<file path="config.mk">
export PLATFORM = sky130hd
export DESIGN_NAME = dram_fill_requester
export DESIGN_NICKNAME = d
export VERILOG_FILES = /design/src/rtl/dram_fill_pkg.sv /design/src/rtl/dram_fill_requester_fifo.sv /design/src/rtl/dram_fill_requester.sv
export SDC_FILE = /design/constraint.sdc
export NUM_CORES = 1
export LEC_CHECK = 0
export CAP_MARGIN = 20
export CORE_MARGIN = 5
export CORE_UTILIZATION = 35
export CTS_BUF_LIST = sky130_fd_sc_hd__clkbuf_4 sky130_fd_sc_hd__clkbuf_8
export CTS_CLUSTER_SIZE = 10
export DETAILED_ROUTE_END_ITERATION = 10
export PLACE_DENSITY_LB_ADDON = 0.3
export REMOVE_ABC_BUFFERS = 1
export SLEW_MARGIN = 20
export SYNTH_ARGS = -nofsm -noshare
export SYNTH_HDL_FRONTEND = slang
export SYNTH_HIERARCHICAL = 1
export SYNTH_SLANG_ARGS = --single-unit
export TNS_END_PERCENT = 5
</file>
<file path="constraint.sdc">
create_clock -name main_clk -period 4.2 [get_ports main_clk]
set_input_delay 0.63 -clock main_clk [delete_from_list [all_inputs] [get_ports main_clk]]
set_output_delay 0.63 -clock main_clk [all_outputs]
set_load 0.01 [all_outputs]
</file>
<file path="src/rtl/dram_fill_pkg.sv">
// Shared types for the DRAM fill requester: queued request record and FSM states.
package dram_fill_pkg;
  localparam int LANE_W   = 128;
  localparam int ADDR_W   = 22;
  localparam int UPPER_W  = 13;
  localparam int COMMON_W = 9;

  typedef struct packed {
    logic [ADDR_W-1:0]  addr;
    logic [UPPER_W-1:0] victim_upper;
    logic               dirty;
    logic [LANE_W-1:0]  lane;
  } fill_req_t;

  typedef enum logic [1:0] {IDLE, ISSUE, WAIT, DONE} fill_state_e;
endpackage

</file>
<file path="src/rtl/dram_fill_requester_fifo.sv">
// Depth 1-2 request queue; a push while full is accepted only alongside a pop.
module dram_req_fifo
  import dram_fill_pkg::*;
#(
  parameter int DEPTH = 2
) (
  input  logic      clk,
  input  logic      rst_n,
  input  logic      push,
  input  logic      pop,
  input  fill_req_t din,
  output logic      full,
  output logic      empty,
  output fill_req_t head
);
  fill_req_t  mem [DEPTH];
  logic       rd_ptr, wr_ptr;
  logic [1:0] count;
  logic       do_push, do_pop;

  function automatic logic bump(input logic p);
    return (DEPTH == 1) ? 1'b0 : ~p;
  endfunction

  assign full    = (count == 2'(DEPTH));
  assign empty   = (count == 2'd0);
  assign do_pop  = pop && !empty;
  assign do_push = push && (!full || do_pop);
  assign head    = mem[rd_ptr];

  always_ff @(posedge clk or negedge rst_n) begin
    if (!rst_n) begin
      rd_ptr <= 1'b0;
      wr_ptr <= 1'b0;
      count  <= 2'd0;
      for (int i = 0; i < DEPTH; i++) mem[i] <= '0;
    end else begin
      if (do_push) begin
        mem[wr_ptr] <= din;
        wr_ptr      <= bump(wr_ptr);
      end
      if (do_pop) rd_ptr <= bump(rd_ptr);
      count <= count + 2'(do_push) - 2'(do_pop);
    end
  end
endmodule

</file>
<file path="src/rtl/dram_fill_requester.sv">
// Cache-side line-fill initiator for the DRAM controller's pulse/ack read interface.
// Optional DRAM_FILL_TIMEOUT_EN: re-pulse the active request after TIMEOUT_CYCLES without ack.
module dram_fill_requester
  import dram_fill_pkg::*;
#(
  parameter int FIFO_DEPTH     = 2,
  parameter int TIMEOUT_CYCLES = 40000
) (
  input  logic                main_clk,
  input  logic                main_rst_n,
  input  logic                miss_valid,
  output logic                miss_ready,
  input  logic [ADDR_W-1:0]   miss_addr,
  input  logic [UPPER_W-1:0]  miss_victim_upper,
  input  logic                miss_victim_dirty,
  input  logic [LANE_W-1:0]   miss_victim_lane,
  output logic                fill_valid,
  output logic [ADDR_W-1:0]   fill_addr,
  output logic [LANE_W-1:0]   fill_lane,
  output logic [UPPER_W-1:0]  addr_req_read_dram_side_dram,
  output logic [UPPER_W-1:0]  addr_req_write_dram_side_dram,
  output logic [COMMON_W-1:0] addr_req_common_side_dram,
  output logic [LANE_W-1:0]   lane_from_cache_to_dram_side_dram,
  output logic                dram_controller_entry_dirty_side_dram,
  output logic                dram_controller_req_read_pulse_side_dram,
  input  logic                dram_controller_ack_read_pulse_side_dram,
  input  logic [LANE_W-1:0]   lane_from_dram_to_cache_side_dram,
  output logic                busy,
  output logic                stray_ack
`ifdef DRAM_FILL_TIMEOUT_EN
  ,
  output logic                timeout_seen
`endif
);
  fill_state_e state, state_nxt;
  fill_req_t   miss_req, head, act_q;
  logic        full, empty, push, pop, ack, to_hit;

  assign ack        = dram_controller_ack_read_pulse_side_dram;
  assign miss_ready = !full;
  assign push       = miss_valid && miss_ready;
  assign miss_req   = '{addr: miss_addr, victim_upper: miss_victim_upper,
                        dirty: miss_victim_dirty, lane: miss_victim_lane};

  dram_req_fifo #(.DEPTH(FIFO_DEPTH)) u_fifo (
    .clk   (main_clk),
    .rst_n (main_rst_n),
    .push  (push),
    .pop   (pop),
    .din   (miss_req),
    .full  (full),
    .empty (empty),
    .head  (head)
  );

`ifdef DRAM_FILL_TIMEOUT_EN
  logic [15:0] to_cnt;

  assign to_hit = (state == WAIT) && !ack && (to_cnt == 16'(TIMEOUT_CYCLES - 1));

  // ISSUE always precedes WAIT, so clearing there gives a fresh count per (re)issue
  always_ff @(posedge main_clk or negedge main_rst_n) begin
    if (!main_rst_n) begin
      to_cnt       <= '0;
      timeout_seen <= 1'b0;
    end else begin
      if (state == ISSUE)     to_cnt <= '0;
      else if (state == WAIT) to_cnt <= to_cnt + 16'd1;
      if (to_hit) timeout_seen <= 1'b1;
    end
  end
`else
  logic unused_timeout_cfg;
  assign unused_timeout_cfg = ^32'(TIMEOUT_CYCLES);
  assign to_hit             = 1'b0;
`endif

  always_comb begin
    state_nxt = state;
    pop       = 1'b0;
    case (state)
      IDLE: if (!empty) begin
        pop       = 1'b1;
        state_nxt = ISSUE;
      end
      ISSUE: state_nxt = WAIT;
      WAIT: begin
        if (ack)         state_nxt = DONE;
        else if (to_hit) state_nxt = ISSUE;
      end
      DONE:    state_nxt = IDLE;
      default: state_nxt = IDLE;
    endcase
  end

  always_ff @(posedge main_clk or negedge main_rst_n) begin
    if (!main_rst_n) begin
      state     <= IDLE;
      act_q     <= '0;
      fill_addr <= '0;
      fill_lane <= '0;
      stray_ack <= 1'b0;
    end else begin
      state <= state_nxt;
      if (pop) act_q <= head;
      if (ack) begin
        if (state == WAIT) begin
          fill_addr <= act_q.addr;
          fill_lane <= lane_from_dram_to_cache_side_dram;
        end else begin
          stray_ack <= 1'b1;
        end
      end
    end
  end

  // operands stay on the bus from ISSUE through the ack; act_q only reloads in IDLE
  assign addr_req_read_dram_side_dram             = act_q.addr[ADDR_W-1:COMMON_W];
  assign addr_req_common_side_dram                = act_q.addr[COMMON_W-1:0];
  assign addr_req_write_dram_side_dram            = act_q.victim_upper;
  assign lane_from_cache_to_dram_side_dram        = act_q.lane;
  assign dram_controller_entry_dirty_side_dram    = act_q.dirty;
  assign dram_controller_req_read_pulse_side_dram = (state == ISSUE);
  assign fill_valid                               = (state == DONE);
  assign busy                                     = !empty || (state != IDLE);
endmodule

</file>
Word level (Yosys, flattened, before mapping)
Index checks and enable logic that the tools add are counted.

Logic and storage cells: 60. Register bits: 649. Output and inout bits: 319. Bits of input ports: 296.

Equal/unequal tests: 6. Bitwise logic cells: 5. Magnitude comparators: 3. Mux-type cells: 11. Add/subtract/negate cells: 2. Reduce and logical (&&, ||, !) cells: 14.

Operators by type and width (count): two-way mux 164 bit (4); bitwise mux 328 bit (1); demux 164 bit (select 1 bit) (1); case mux 2 bit (4 select lines) (1); equality test 2 bit (second input constant) (3); AND reduction 2 bit (3); greater-or-equal comparator 2 bit (second input constant) (2); logical AND 1 bit (4); zero test 2 bit (2); two-way mux 2 bit (2); != test 2 bit (second input constant) (2); NOT 1 -> 2 bit (2); NOT 1 bit (3); adder 2 x 1 -> 2 bit (1); equality test 2 x 1 -> 1 bit (second input constant) (1); zero test 1 bit (2); logical OR 1 bit (2); less-than comparator 2 x 1 -> 1 bit (second input constant) (1); two-way mux 1 bit (2); nonzero test 2 bit (1); subtractor 2 x 1 -> 2 bit (1).

Longest topological paths before layout
Gate-level depths: netlist (run 1).

Depth after elaboration: 8. Gate-level depth with buffers: 12. Mapped depth without buffers: 10.

By module
The synthesis (run 1) kept the hierarchy.

By module, submodules not included: dram_req_fifo (seq. area each 8308.0 µm², cells each 892, area each 15635.0 µm², times used 1); dram_fill_requester (seq. area each 7932.6 µm², cells each 685, area each 12311.8 µm², times used 1).

Worst setup path before layout (run 1)
Ideal clock, no wire load.

Path kind: register to register. Start point: reg state[0]. End point: reg u_fifo/mem[164] (netlist bit). Arrival: 2.267 ns. Setup slack: 1.808 ns. Cell stages (with the launch flop): 11. Required time: 4.075 ns. Path buffers: 4. Cells stage by stage: dfrtp_1 inv_1 ha_1 nor2b_4 buf_4 buf_4 or3b_1 and3b_1 buf_6 buf_6 mux2_4.

Longest elaborated chain between the ends: 5.

Ends and longest elaborated chain: from (decl) (RTL line dram_fill_requester.sv:35) `fill_state_e state, state_nxt;`; from (signal assigned) (RTL line dram_fill_requester.sv:104) `state <= state_nxt;`; zero test 2 bit (RTL line dram_fill_requester.sv:81) `case (state)`; two-way mux 1 bit (RTL line dram_fill_requester.sv:81); net pop (RTL line dram_fill_requester.sv:37) `logic full, empty, push, pop, ack, to_hit;`; logical AND 1 bit (RTL line dram_fill_requester_fifo.sv:27) `assign do_pop = pop && !empty;`; logical OR 1 bit (RTL line dram_fill_requester_fifo.sv:28) `assign do_push = push && (!full || do_pop);`; logical AND 1 bit (RTL line dram_fill_requester_fifo.sv:28); to (signal, indexed assignment) (RTL line dram_fill_requester_fifo.sv:39) `mem[wr_ptr] <= din;`; to (decl) (RTL line dram_fill_requester_fifo.sv:16) `fill_req_t mem [DEPTH];`.

The timed path passes the listed nets, and every way through them passes these cells. A chain may end at the register's enable or synchronous reset.

Worst setup path in the final report (run 1)
Start point: reg state[0]. End point: out busy.

Longest elaborated chain between the ends: 2.

Ends and longest elaborated chain: nonzero test 2 bit (RTL line dram_fill_requester.sv:125) `assign busy = !empty || (state != IDLE);`; logical OR 1 bit (RTL line dram_fill_requester.sv:125); to (decl) (RTL line dram_fill_requester.sv:28) `output logic busy,`.

No other way between the ends.

==> PnR_summary.wiki, run 1 <==
{| class="wikitable"
! Metric !! Value
|-
| Count of TritonRoute iterations in the first routing pass || 4
|-
| Unique cell type count in the Yosys netlist || 23
|-
| Antenna violations before repair || 23
|-
| Yosys top cell area share || 58.1%
|-
| Net Sw Frac || 30.3%
|-
| Worst min path class || register to register
|-
| Timing-limited maximum frequency || 345 MHz
|-
| Leakage dissipation || 16.5 nW
|-
| Insertion delay of the later-clocked pin in the worst-skew pair || 0.71 ns
|-
| Top FF cell, synth || dfrtp_1
|-
| CTS sink cnt || 649
|-
| Combinational power share || 44.9%
|-
| Power Density || 854 mW/mm^2
|-
| Overall power of the completed layout || 32.1 mW
|-
| Number of rows in the core area || 103
|-
| DRC errors left || 0
|-
| Clock H-tree levels || 3
|-
| Final weighted congestion in routability-driven placement || 0.824
|-
| Port bufs || 614
|-
| Vias in the first global route || 18.2k
|-
| Length in cells of the worst reg-to-reg path || 6
|-
| Total buffers and inverters traversed by the critical path || 2
|-
| Startpoint kind of the worst setup timing path || register
|-
| Final ANT Viol Nets || 0
|-
| Pin count of the biggest net entering global routing || 98
|-
| Largest buffer count on any clock path || 3
|-
| Count of synthesis-stage warnings from yosys || 6
|-
| Outcome || finished clean
|-
| Placed inst area || 0.0351 mm^2
|-
| Worst Setup SP || state[0]$_DFFE_PN0P_
|-
| Final std cell area, no fill || 0.0376 mm^2
|-
| Power share of the sequential group || 36.3%
|-
| Series of cell instances along the critical path || inv_1 > ha_1 > nand2_1 > clkdlybuf4s50_1
|-
| Share of cells above drive strength 1 || 44.9%
|-
| Capturing element of the worst setup path || busy
|-
| Clock network fraction of total power || 18.8%
|-
| Final count of negative-setup-slack endpoints || 0
|-
| Number of vias per cell || 4.62
|-
| Internal || 22.4 mW
|-
| Number of hold violations in the final report || 0
|-
| Worst endpoint required time || 3.57 ns
|-
| Worst-path cell with the longest stage delay || clkdlybuf4s50_1
|-
| Total number of vias || 15.8k
|-
| Starting DRC count in detailed routing || 545
|-
| Core footprint || 0.0791 mm^2
|-
| Fraction of the yosys area taken by sequential cells || 58.1%
|-
| Post-Syn Area per Cell || 17.7 um^2
|-
| First-pass GRT wire length || 113000 um
|-
| Endpoint kind of the worst setup timing path || output port
|-
| Die H || 293 um
|-
| Die outline width || 293 um
|-
| Post-Route Skew || 0.0492 ns
|-
| Cell Area, Synth || 0.0279 mm^2
|-
| Ports placed on the boundary || 615
|-
| Post-synth EDFFs || 0
|-
| Growth of design area from synthesis to finish || 34.4%
|-
| Period utilisation layout || 69.0%
|-
| Reg-to-Reg End || lane_from_cache_to_dram_side_dram[123]$_DFFE_PN0P_
|-
| Max rail drop VDD || 423 uV
|-
| Die Outline Area || 0.0856 mm^2
|-
| Inserted Clock Buffers || 113
|-
| Hold path depth || 1
|-
| Global routing usage summed across all routing layers || 16.8%
|-
| Util after Layout || 47.5%
|-
| Kind of critical path || register to output port
|-
| Area taken by flip-flops and latches || 0.0162 mm^2
|-
| Data arrival time at the worst-slack endpoint || 2.27 ns
|-
| CP delay by family, top || buffers and inverters
|-
| Cell count along the critical path || 4
|-
| WHS || 0.493 ns
|-
| Net switching component of the power || 9.71 mW
|-
| Grt ovf || 0
|-
| Clock transition at the register clock pins on the worst setup and hold paths after CTS || 0.06 ns
|-
| Max_slew headroom || 33.4%
|-
| Post-layout minimum cycle time || 2.90 ns
|-
| Wirelength, routed || 74200 um
|-
| Measured slew at the worst slew-check pin || 0.999 ns
|-
| Total of flip-flops plus latches after synthesis || 649
|-
| Starting utilization of the core area || 35.3%
|-
| Count of final max-slew check failures || 0
|-
| Async set or reset register ratio after synthesis || 100%
|-
| Startpoint of the worst-slack reg-to-reg timing path || state[1]$_DFFE_PN0P_
|-
| Critical path's largest stage delay || 0.59 ns
|-
| Unrepaired setup endpoints after global routing || false
|-
| Largest cells by area after synthesis || dfrtp_1 58%, mux2_4 23%, mux2_2 16%
|-
| Cell taking the most area after synthesis || dfrtp_1
|-
| Clock tree from TritonCTS || built
|-
| Max capacitance violation total || 0
|-
| Multi-input gate area || 0.0109 mm^2
|-
| Nets || 2566
|-
| Number of inserted filler cells in the final layout || 6814
|-
| Clock root buffer || clkbuf_8
|-
| Flop-to-flop setup slack || 1.49 ns
|-
| Wirelength per Cell || 21.8 um
|-
| Highest fanout seen on the critical path || 5
|-
| Detailed placement HPWL || 51100 um
|-
| Number of cells produced by synthesis || 1577
|}
==> layout by cell type, fill, tap and decap left out <==
| master | Yosys | layout |
|---|---|---|
| a31o_2 | 1 | 1 |
| and3_4 | 1 | 1 |
| clkinv_2 | 0 | 11 |
| clkdlybuf4s50_1 | 0 | 613 |
| diode_2 | 0 | 16 |
| dfrtp_4 | 0 | 1 |
| ha_1 | 7 | 7 |
| inv_8 | 0 | 4 |
| or3b_1 | 1 | 1 |
| nor2b_1 | 3 | 3 |
| dfrtp_1 | 649 | 648 |
| xor2_1 | 1 | 1 |
| a21oi_1 | 3 | 3 |
| clkbuf_4 | 0 | 43 |
| and3b_4 | 0 | 1 |
| nor2b_4 | 1 | 1 |
| buf_12 | 0 | 14 |
| nand2_1 | 2 | 2 |
| bufinv_16 | 0 | 3 |
| dlygate4sd3_1 | 0 | 1 |
| nor2_1 | 2 | 2 |
| nand2_8 | 0 | 1 |
| nand2b_1 | 1 | 1 |
| inv_1 | 5 | 5 |
| clkinvlp_4 | 0 | 1 |
| xnor2_1 | 3 | 3 |
| clkbuf_8 | 0 | 134 |
| buf_8 | 0 | 1 |
| mux2_4 | 420 | 420 |
| a21o_1 | 1 | 1 |
| buf_4 | 7 | 30 |
| mux2_2 | 386 | 386 |
==> worst min-delay path by stage <==
stage	start	endpoint	slack, ns
6_report	stray_ack$_DFFE_PN0P_	stray_ack$_DFFE_PN0P_	0.49
5_1_grt	lane_from_dram_to_cache_side_dram[3]	fill_lane[3]$_DFFE_PN0P_	0.45
4_1_cts	lane_from_dram_to_cache_side_dram[29]	fill_lane[29]$_DFFE_PN0P_	0.43
3_5_place_dp	u_fifo/mem[147]$_DFFE_PN0P_	u_fifo/mem[147]$_DFFE_PN0P_	0.49
3_3_place_gp	stray_ack$_DFFE_PN0P_	stray_ack$_DFFE_PN0P_	0.46
2_1_floorplan	main_rst_n	addr_req_common_side_dram[0]$_DFFE_PN0P_	0.33
==> layer usage <==
metal / up-vias / wire, um / GRT usage, %
met5: - / 73 / 0
li1: 7018 / - / -
met1: 8199 / 30700 / 21.0
met4: 12 / 2320 / 6.72
met3: 141 / 4000 / 4.25
met2: 398 / 37200 / 28.1
==> cell usage after synthesis (3+ instances only) <==
| master | instances |
|---|---|
| inv_1 | 5 |
| clkbuf_1 | 18 |
| dfrtp_1 | 649 |
| a21oi_1 | 3 |
| nor2b_1 | 3 |
| buf_6 | 57 |
| buf_2 | 6 |
| buf_4 | 7 |
| mux2_2 | 386 |
| xnor2_1 | 3 |
| mux2_4 | 420 |
| ha_1 | 7 |
==> layout make-up <==
class | count | share of cell area, %
antenna | 16 | 0.107
clock buffer | 177 | 5.77
clock inverter | 19 | 0.526
inverter | 5 | 0.0500
multi-input combinational | 835 | 29.1
sequential | 649 | 43.2
tap | 1050 | 3.50
timing repair buffer | 659 | 17.7
==> metrics by stage <==
stage	setup WS, ns	TNS [ns]	cells
2_1_floorplan	-6.11	-1291.49	1489
3_3_place_gp	1.32	0	3197
3_5_place_dp	1.34	0	3197
4_1_cts	1.18	0	3394
5_1_grt	1.15	0	3406
6_report	1.30	0	3410
==> registers in the layout, indices dropped and copies added, names as in the netlist, 2 cells and up <==
signal                             cells
u_fifo/mem                           328
fill_lane                            128
lane_from_cache_to_dram_side_dram    128
fill_addr                             22
addr_req_read_dram_side_dram          13
addr_req_write_dram_side_dram         13
addr_req_common_side_dram              9
state                                  2
u_fifo/count                           2
==> what timing repair did <==
item | in CTS | in global routing
hold endpoints to repair | 26 | 0
setup buffers | 0 | 0
hold buffers | 1 | 0
resized for setup | 0 | 0
==> kinds of logic (layout without fill, tap and decap cells) <==
logic type	after synthesis	after routing	synth area share [%]
simple gates	13	13	0.318
flops	649	649	58.1
fa+ha+maj	7	7	0.313
mux	806	806	38.1
compound gates	5	5	0.112
xor+xnor	4	4	0.125
buf+inv	93	860	2.90
other cells	0	16	0
==> power by group through the flow <==
stage | clock network (mW) | logic [mW] | registers, mW
global placement | 0 | 14.3 | 11.6
CTS | 6.29 | 14.7 | 11.7
detailed placement | 0 | 14.6 | 11.7
global route | 6.56 | 15.3 | 12.0
floorplan | 0 | 9.10 | 11.9
finish | 6.04 | 14.4 | 11.6
Power figures use the tool's default switching activity.
==> inputs of run 2 (changes only) <==
Clock period 4.2 ns to 2.6 ns, I/O delays scaled along.
==> PnR_summary.wiki, run 2 (same netlist as run 1, synthesis figures left out) <==
{| class="wikitable"
! Metric !! Value
|-
| Post-Route Skew || 0.0434 ns (-0.00584 ns)
|-
| DRC errors left || 0 (unchanged)
|-
| Starting DRC count in detailed routing || 488 (-10%)
|-
| Worst min path class || input pin to async pin
|-
| Clock tree from TritonCTS || built
|-
| Growth of design area from synthesis to finish || 35.9%
|-
| Die H || 293 um (unchanged)
|-
| Worst-path cell with the longest stage delay || clkdlybuf4s50_1
|-
| Core footprint || 0.0791 mm^2 (unchanged)
|-
| Length in cells of the worst reg-to-reg path || 8 (+2)
|-
| Number of hold violations in the final report || 0 (unchanged)
|-
| Share of cells above drive strength 1 || 45.3% (+0.40 points)
|-
| Clock H-tree levels || 3 (unchanged)
|-
| Port bufs || 614 (unchanged)
|-
| Highest fanout seen on the critical path || 4 (-1)
|-
| Flop-to-flop setup slack || 0.30 ns (-1.19 ns)
|-
| Measured slew at the worst slew-check pin || 0.862 ns (-0.136 ns)
|-
| Endpoint kind of the worst setup timing path || output port
|-
| Register with the highest flop count || u_fifo/mem
|-
| Ports placed on the boundary || 615 (unchanged)
|-
| Internal || 36.5 mW (+63%)
|-
| Antenna violations before repair || 13 (-43%)
|-
| Starting utilization of the core area || 35.3% (unchanged)
|-
| Unrepaired setup endpoints after global routing || false
|-
| CP delay by family, top || buffers and inverters
|-
| Clock network fraction of total power || 18.8% (about the same)
|-
| Max capacitance violation total || 0 (unchanged)
|-
| Vias in the first global route || 18.0k (-0.85%)
|-
| Most frequent standard cell in the layout excluding fill and tap cells || dfrtp_1
|-
| Wirelength, routed || 73800 um (-0.60%)
|-
| Kind of critical path || register to output port
|-
| Setup slack after layout || 0.188 ns (-1.11 ns)
|-
| Wirelength per Cell || 21.6 um (-0.89%)
|-
| CTS sink cnt || 649 (unchanged)
|-
| Multi-input gate area || 0.0109 mm^2 (unchanged)
|-
| Combinational power share || 45.6% (+0.7 points)
|-
| Die Outline Area || 0.0856 mm^2 (unchanged)
|-
| Total number of vias || 15.7k (-0.20%)
|-
| Util after Layout || 48.0% (+0.52 points)
|-
| Largest buffer count on any clock path || 3 (unchanged)
|-
| Pin count of the biggest net entering global routing || 105 (+7.1%)
|-
| Die outline width || 293 um (unchanged)
|-
| Insertion delay of the later-clocked pin in the worst-skew pair || 0.69 ns (-0.02 ns)
|-
| Net Sw Frac || 30.2% (-0.093 points)
|-
| Timing-limited maximum frequency || 415 MHz
|-
| Max rail drop VDD || 719 uV (+70%)
|-
| Reg-to-Reg End || u_fifo/mem[253]$_DFFE_PN0P_
|-
| Clock transition at the register clock pins on the worst setup and hold paths after CTS || 0.06 ns (about the same)
|-
| Startpoint kind of the worst setup timing path || register
|-
| Critical path's largest stage delay || 0.56 ns (-0.03 ns)
|-
| First-pass GRT wire length || 112000 um (-0.91%)
|-
| Startpoint of the worst-slack reg-to-reg timing path || state[0]$_DFFE_PN0P_
|-
| Global routing usage summed across all routing layers || 16.6% (-0.15 points)
|-
| Area taken by flip-flops and latches || 0.0162 mm^2 (unchanged)
|-
| Pre-CTS worst setup slack || 0.192 ns (-1.14 ns)
|-
| Max_slew headroom || 42.5% (+9.1 points)
|-
| Count of final max-slew check failures || 0 (unchanged)
|-
| Setup tns final || 0 ns (unchanged)
|-
| Number of flip-flops under the largest register name || 328 (unchanged)
|-
| Most frequent cells in the layout || 648 x dfrtp_1, 612 x clkdlybuf4s50_1, 420 x mux2_4
|-
| Outcome || finished clean
|-
| Inserted Clock Buffers || 110 (-2.7%)
|-
| Power share of the sequential group || 35.6% (-0.7 points)
|-
| Number of inserted filler cells in the final layout || 6826 (+0.18%)
|-
| Uppermost routed layer || met5
|-
| Grt ovf || 0 (unchanged)
|-
| Net switching component of the power || 15.8 mW (+62%)
|-
| Total buffers and inverters traversed by the critical path || 2 (unchanged)
|-
| Final count of negative-setup-slack endpoints || 0 (unchanged)
|-
| WL met3 || 3940 um (-1.5%)
|-
| Leakage dissipation || 16.7 nW (+1.1%)
|-
| Number of vias per cell || 4.60 (-0.49%)
|-
| Worst endpoint required time || 2.21 ns (-1.36 ns)
|-
| Post-layout minimum cycle time || 2.41 ns
|-
| Detailed route wirelength on metal2 || 37000 um (-0.47%)
|-
| Detailed placement HPWL || 52200 um (+2.0%)
|-
| Power Density || 1380 mW/mm^2 (+61%)
|-
| Final ANT Viol Nets || 0 (unchanged)
|-
| Wire length on met1 || 30800 um (+0.26%)
|-
| Final weighted congestion in routability-driven placement || 0.826 (+0.22%)
|-
| Clock root buffer || clkbuf_8
|-
| Data arrival time at the worst-slack endpoint || 2.02 ns (-0.25 ns)
|-
| Series of cell instances along the critical path || inv_1 > ha_1 > clkdlybuf4s50_1
|-
| Nets || 2588 (+0.86%)
|-
| Number of rows in the core area || 103 (unchanged)
|-
| Count of TritonRoute iterations in the first routing pass || 4 (unchanged)
|-
| Period utilisation layout || 92.8%
|}
[run 2: changes by cell type in the layout (fill, tap and decap cells not counted)]
cell	before	now
clkdlybuf4s50_1	613	612
diode_2	16	9
buf_12	14	32
inv_12	0	2
buf_4	30	37
clkinv_2	11	9
clkinv_8	0	2
clkbuf_8	134	143
dlygate4sd2_1	0	1
clkbuf_4	43	28
inv_8	4	0
[run 2: power groups by stage]
| stage | clock, mW | combinational (mW) | sequential [mW] |
|---|---|---|---|
| 3_5_place_dp | 0 | 24.1 | 18.7 |
| 6_report | 9.81 | 23.9 | 18.6 |
| 2_1_floorplan | 0 | 13.5 | 19.1 |
| 5_1_grt | 10.6 | 25.2 | 19.2 |
| 4_1_cts | 10.2 | 24.2 | 18.6 |
| 3_3_place_gp | 0 | 23.7 | 18.5 |
[run 2: layer usage]
metal / GRT usage [%] / vias up
li1: - / 7037
met1: 21.0 / 8181
met2: 28.2 / 383
met3: 3.83 / 129
met4: 5.80 / 6
met5: 0 / -
[run 2: how the worst max path moves through the flow]
stage	start	end	slack [ns]	cells past startpoint
5_1_grt	state[1]$_DFFE_PN0P_	dram_controller_req_read_pulse_side_dram	0.11	3
3_3_place_gp	miss_valid	u_fifo/mem[305]$_DFFE_PN0P_	0.18	6
3_5_place_dp	miss_valid	u_fifo/mem[305]$_DFFE_PN0P_	0.19	6
4_1_cts	state[1]$_DFFE_PN0P_	dram_controller_req_read_pulse_side_dram	0.11	3
2_1_floorplan	state[0]$_DFFE_PN0P_	u_fifo/mem[291]$_DFFE_PN0P_	-7.71	6
6_report	state[1]$_DFFE_PN0P_	dram_controller_req_read_pulse_side_dram	0.19	3
[run 2: repair_timing]
item	4_1_cts	5_1_grt
endpoints found under the hold margin	164	0
setup endpoints to repair	1	0
setup buffers	0	0
hold buffers	1	0
resized for setup	1	0
[run 2: metrics by stage]
step | hold WS, ns | total power [mW] | instance area, um^2 | std cells
6_report | 0.219 | 52.3 | 38000 | 3420
5_1_grt | 0.218 | 55.0 | 38000 | 3417
4_1_cts | 0.142 | 53.0 | 38000 | 3411
3_5_place_dp | 0.349 | 42.8 | 35600 | 3222
3_3_place_gp | 0.345 | 42.2 | 35600 | 3222
2_1_floorplan | 0.0944 | 32.6 | 27200 | 1489
[run 2: layout make-up]
| cell class | count | area share [%] |
|---|---|---|
| timing repair buffer | 684 | 18.6 |
| inverter | 5 | 0.0494 |
| multi-input combinational | 835 | 28.7 |
| clock inverter | 17 | 0.547 |
| antenna | 9 | 0.0593 |
| tap | 1050 | 3.46 |
| sequential | 649 | 42.8 |
| clock buffer | 171 | 5.74 |
==> inputs of run 3 (changes only) <==
Clock period 2.6 ns to 2.4 ns, I/O delays scaled along.
==> PnR_summary.wiki, run 3 (same netlist as run 1, synthesis figures left out) <==
{| class="wikitable"
! Metric !! Value
|-
| Outcome || finished clean
|-
| Max capacitance violation total || 0 (unchanged)
|-
| Count of final max-slew check failures || 0 (unchanged)
|-
| Number of rows in the core area || 103 (unchanged)
|-
| Final count of negative-setup-slack endpoints || 0 (unchanged)
|-
| Most frequent standard cell in the layout excluding fill and tap cells || dfrtp_1
|-
| CTS sink cnt || 649 (unchanged)
|-
| Final weighted congestion in routability-driven placement || 0.855 (+3.6%)
|-
| Period utilisation layout || 96.5%
|-
| Largest buffer count on any clock path || 3 (unchanged)
|-
| Unrepaired setup endpoints after global routing || false
|-
| Share of cells above drive strength 1 || 45.9% (+0.59 points)
|-
| Length in cells of the worst reg-to-reg path || 8 (unchanged)
|-
| First-pass GRT wire length || 113000 um (+1.2%)
|-
| Die H || 293 um (unchanged)
|-
| Pin count of the biggest net entering global routing || 112 (+6.7%)
|-
| Reg-to-Reg End || u_fifo/mem[64]$_DFFE_PN0P_
|-
| DRC errors left || 0 (unchanged)
|-
| Startpoint of the worst-slack reg-to-reg timing path || state[0]$_DFFE_PN0P_
|-
| Number of vias per cell || 4.60 (about the same)
|-
| Worst endpoint required time || 2.93 ns (+0.72 ns)
|-
| Clock root buffer || clkbuf_8
|-
| Antenna violations before repair || 14 (+1)
|-
| Timing-limited maximum frequency || 432 MHz
|-
| Total number of vias || 15.9k (+0.74%)
|-
| Pre-CTS worst setup slack || 0.0871 ns (-0.105 ns)
|-
| Setup slack after layout || 0.0829 ns (-0.105 ns)
|-
| Global routing usage summed across all routing layers || 16.8% (+0.15 points)
|-
| Nets || 2598 (+0.39%)
|-
| Final ANT Viol Nets || 0 (unchanged)
|-
| Setup bufs post-CTS || 0 (unchanged)
|-
| Register with the highest flop count || u_fifo/mem
|-
| Post-layout minimum cycle time || 2.32 ns
|-
| Overall power of the completed layout || 56.9 mW (+8.9%)
|-
| Clock H-tree levels || 3 (unchanged)
|-
| WHS || 0.194 ns (-0.0250 ns)
|-
| Core footprint || 0.0791 mm^2 (unchanged)
|-
| Critical path's largest stage delay || 0.40 ns (-0.16 ns)
|-
| Post-Route Skew || 0.0353 ns (-0.00811 ns)
|-
| Max_slew headroom || 57.4% (+15 points)
|-
| Number of flip-flops under the largest register name || 328 (unchanged)
|-
| Highest fanout seen on the critical path || 20 (+16)
|-
| Count of TritonRoute iterations in the first routing pass || 4 (unchanged)
|-
| Insertion delay of the later-clocked pin in the worst-skew pair || 0.69 ns (about the same)
|-
| Series of cell instances along the critical path || inv_1 > ha_1 > nor2b_4 > or3b_1 > and3_4 > buf_12 > buf_12 > mux2_4
|-
| Max rail drop VDD || 1120 uV (+56%)
|-
| Wirelength, routed || 74300 um (+0.73%)
|-
| Starting DRC count in detailed routing || 634 (+30%)
|-
| Die outline width || 293 um (unchanged)
|-
| Flop-to-flop setup slack || 0.08 ns (-0.22 ns)
|-
| Number of hold violations in the final report || 0 (unchanged)
|-
| Inserted Clock Buffers || 111 (+0.91%)
|-
| Die Outline Area || 0.0856 mm^2 (unchanged)
|-
| Data arrival time at the worst-slack endpoint || 2.85 ns (+0.83 ns)
|-
| Starting utilization of the core area || 35.3% (unchanged)
|-
| Worst-path cell with the longest stage delay || dfrtp_1
|-
| Growth of design area from synthesis to finish || 36.3%
|-
| Port bufs || 614 (unchanged)
|-
| Worst min path class || input pin to async pin
|-
| Leakage dissipation || 16.8 nW (+0.49%)
|-
| Final std cell area, no fill || 0.0381 mm^2 (+0.31%)
|-
| Ports placed on the boundary || 615 (unchanged)
|-
| Wirelength per Cell || 21.6 um (about the same)
|-
| Placed inst area || 0.0356 mm^2 (+0.23%)
|-
| Clock tree from TritonCTS || built
|-
| Endpoint kind of the worst setup timing path || register
|-
| Most frequent cells in the layout || 648 x dfrtp_1, 611 x clkdlybuf4s50_1, 420 x mux2_4
|-
| Detailed placement HPWL || 52800 um (+1.3%)
|-
| Most used cell along the critical path || buf_12
|-
| Clock transition at the register clock pins on the worst setup and hold paths after CTS || 0.06 ns (about the same)
|-
| Power Density || 1490 mW/mm^2 (+8.6%)
|-
| Vias in the first global route || 18.2k (+0.76%)
|-
| Measured slew at the worst slew-check pin || 0.639 ns (-0.223 ns)
|-
| Grt ovf || 0 (unchanged)
|-
| Startpoint kind of the worst setup timing path || register
|-
| Kind of critical path || register to register
|}
==> run 3: changes by cell type in the layout (fill, tap and decap cells not counted), moves of 4 or more <==
cell and change:
clkinv_2 +6, diode_2 +4, clkbuf_4 +13, buf_4 +8
clkbuf_8 -10
==> run 3: worst max path at each step <==
stage | depth (start not counted) | slack (ns) | to | start
4_1_cts | 4 | 0.01 | busy | state[0]$_DFFE_PN0P_
3_5_place_dp | 6 | 0.09 | u_fifo/mem[207]$_DFFE_PN0P_ | miss_valid
5_1_grt | 3 | 0.03 | miss_ready | u_fifo/count[1]$_DFF_PN0_
3_3_place_gp | 6 | 0.10 | u_fifo/mem[294]$_DFFE_PN0P_ | miss_valid
2_1_floorplan | 6 | -7.91 | u_fifo/mem[291]$_DFFE_PN0P_ | state[0]$_DFFE_PN0P_
6_report | 8 | 0.08 | u_fifo/mem[64]$_DFFE_PN0P_ | state[0]$_DFFE_PN0P_
==> run 3: metal layers <==
layer,GRT usage (%),wire length [um],up-vias
li1,-,-,7076
met1,21.4,30900,8243
met2,28.2,37400,412
met3,3.78,3950,120
met4,6.23,1990,2
met5,0,19,-
==> run 3: critical path, delay by kind of cell (launching register included) <==
family | cells | cell delay [ns]
simple gates | 3 | 0.75
buf+inv | 3 | 0.45
flops | 1 | 0.40
mux | 1 | 0.30
fa+ha+maj | 1 | 0.21
==> run 3: where the power goes <==
| part | internal [mW] | switching [mW] |
|---|---|---|
| clock | 6.11 | 4.61 |
| combinational | 16.9 | 9.15 |
| sequential | 16.7 | 3.47 |
| total | 39.7 | 17.2 |
==> run 3: layout make-up <==
cell class,instances,area (um^2)
well taps,1050,1310
clock buffers,174,2140
clock inverters,25,275
repair buffers,693,7150
diodes,13,32.5
multi-input cells,835,10900
fillers,6735,41000
inverters,5,18.8
flip-flops and latches,649,16200
==> run 3: what timing repair did <==
| action | 4_1_cts | 5_1_grt |
|---|---|---|
| endpoints found under the hold margin | 202 | 0 |
| hold buffers | 1 | 0 |
| endpoints found under the setup margin | 3 | 1 |
| gates cloned | 0 | 0 |
| resized for setup | 4 | 2 |
==> run 3: stage by stage <==
stage                     utilization, %  cells  setup TNS, ns
after global routing                48.1   3439              0
final                               48.1   3444              0
after floorplan                        -   1489       -2382.23
after CTS                           48.1   3431              0
after detailed placement            45.0   3231              0
after global placement              45.0   3231              0
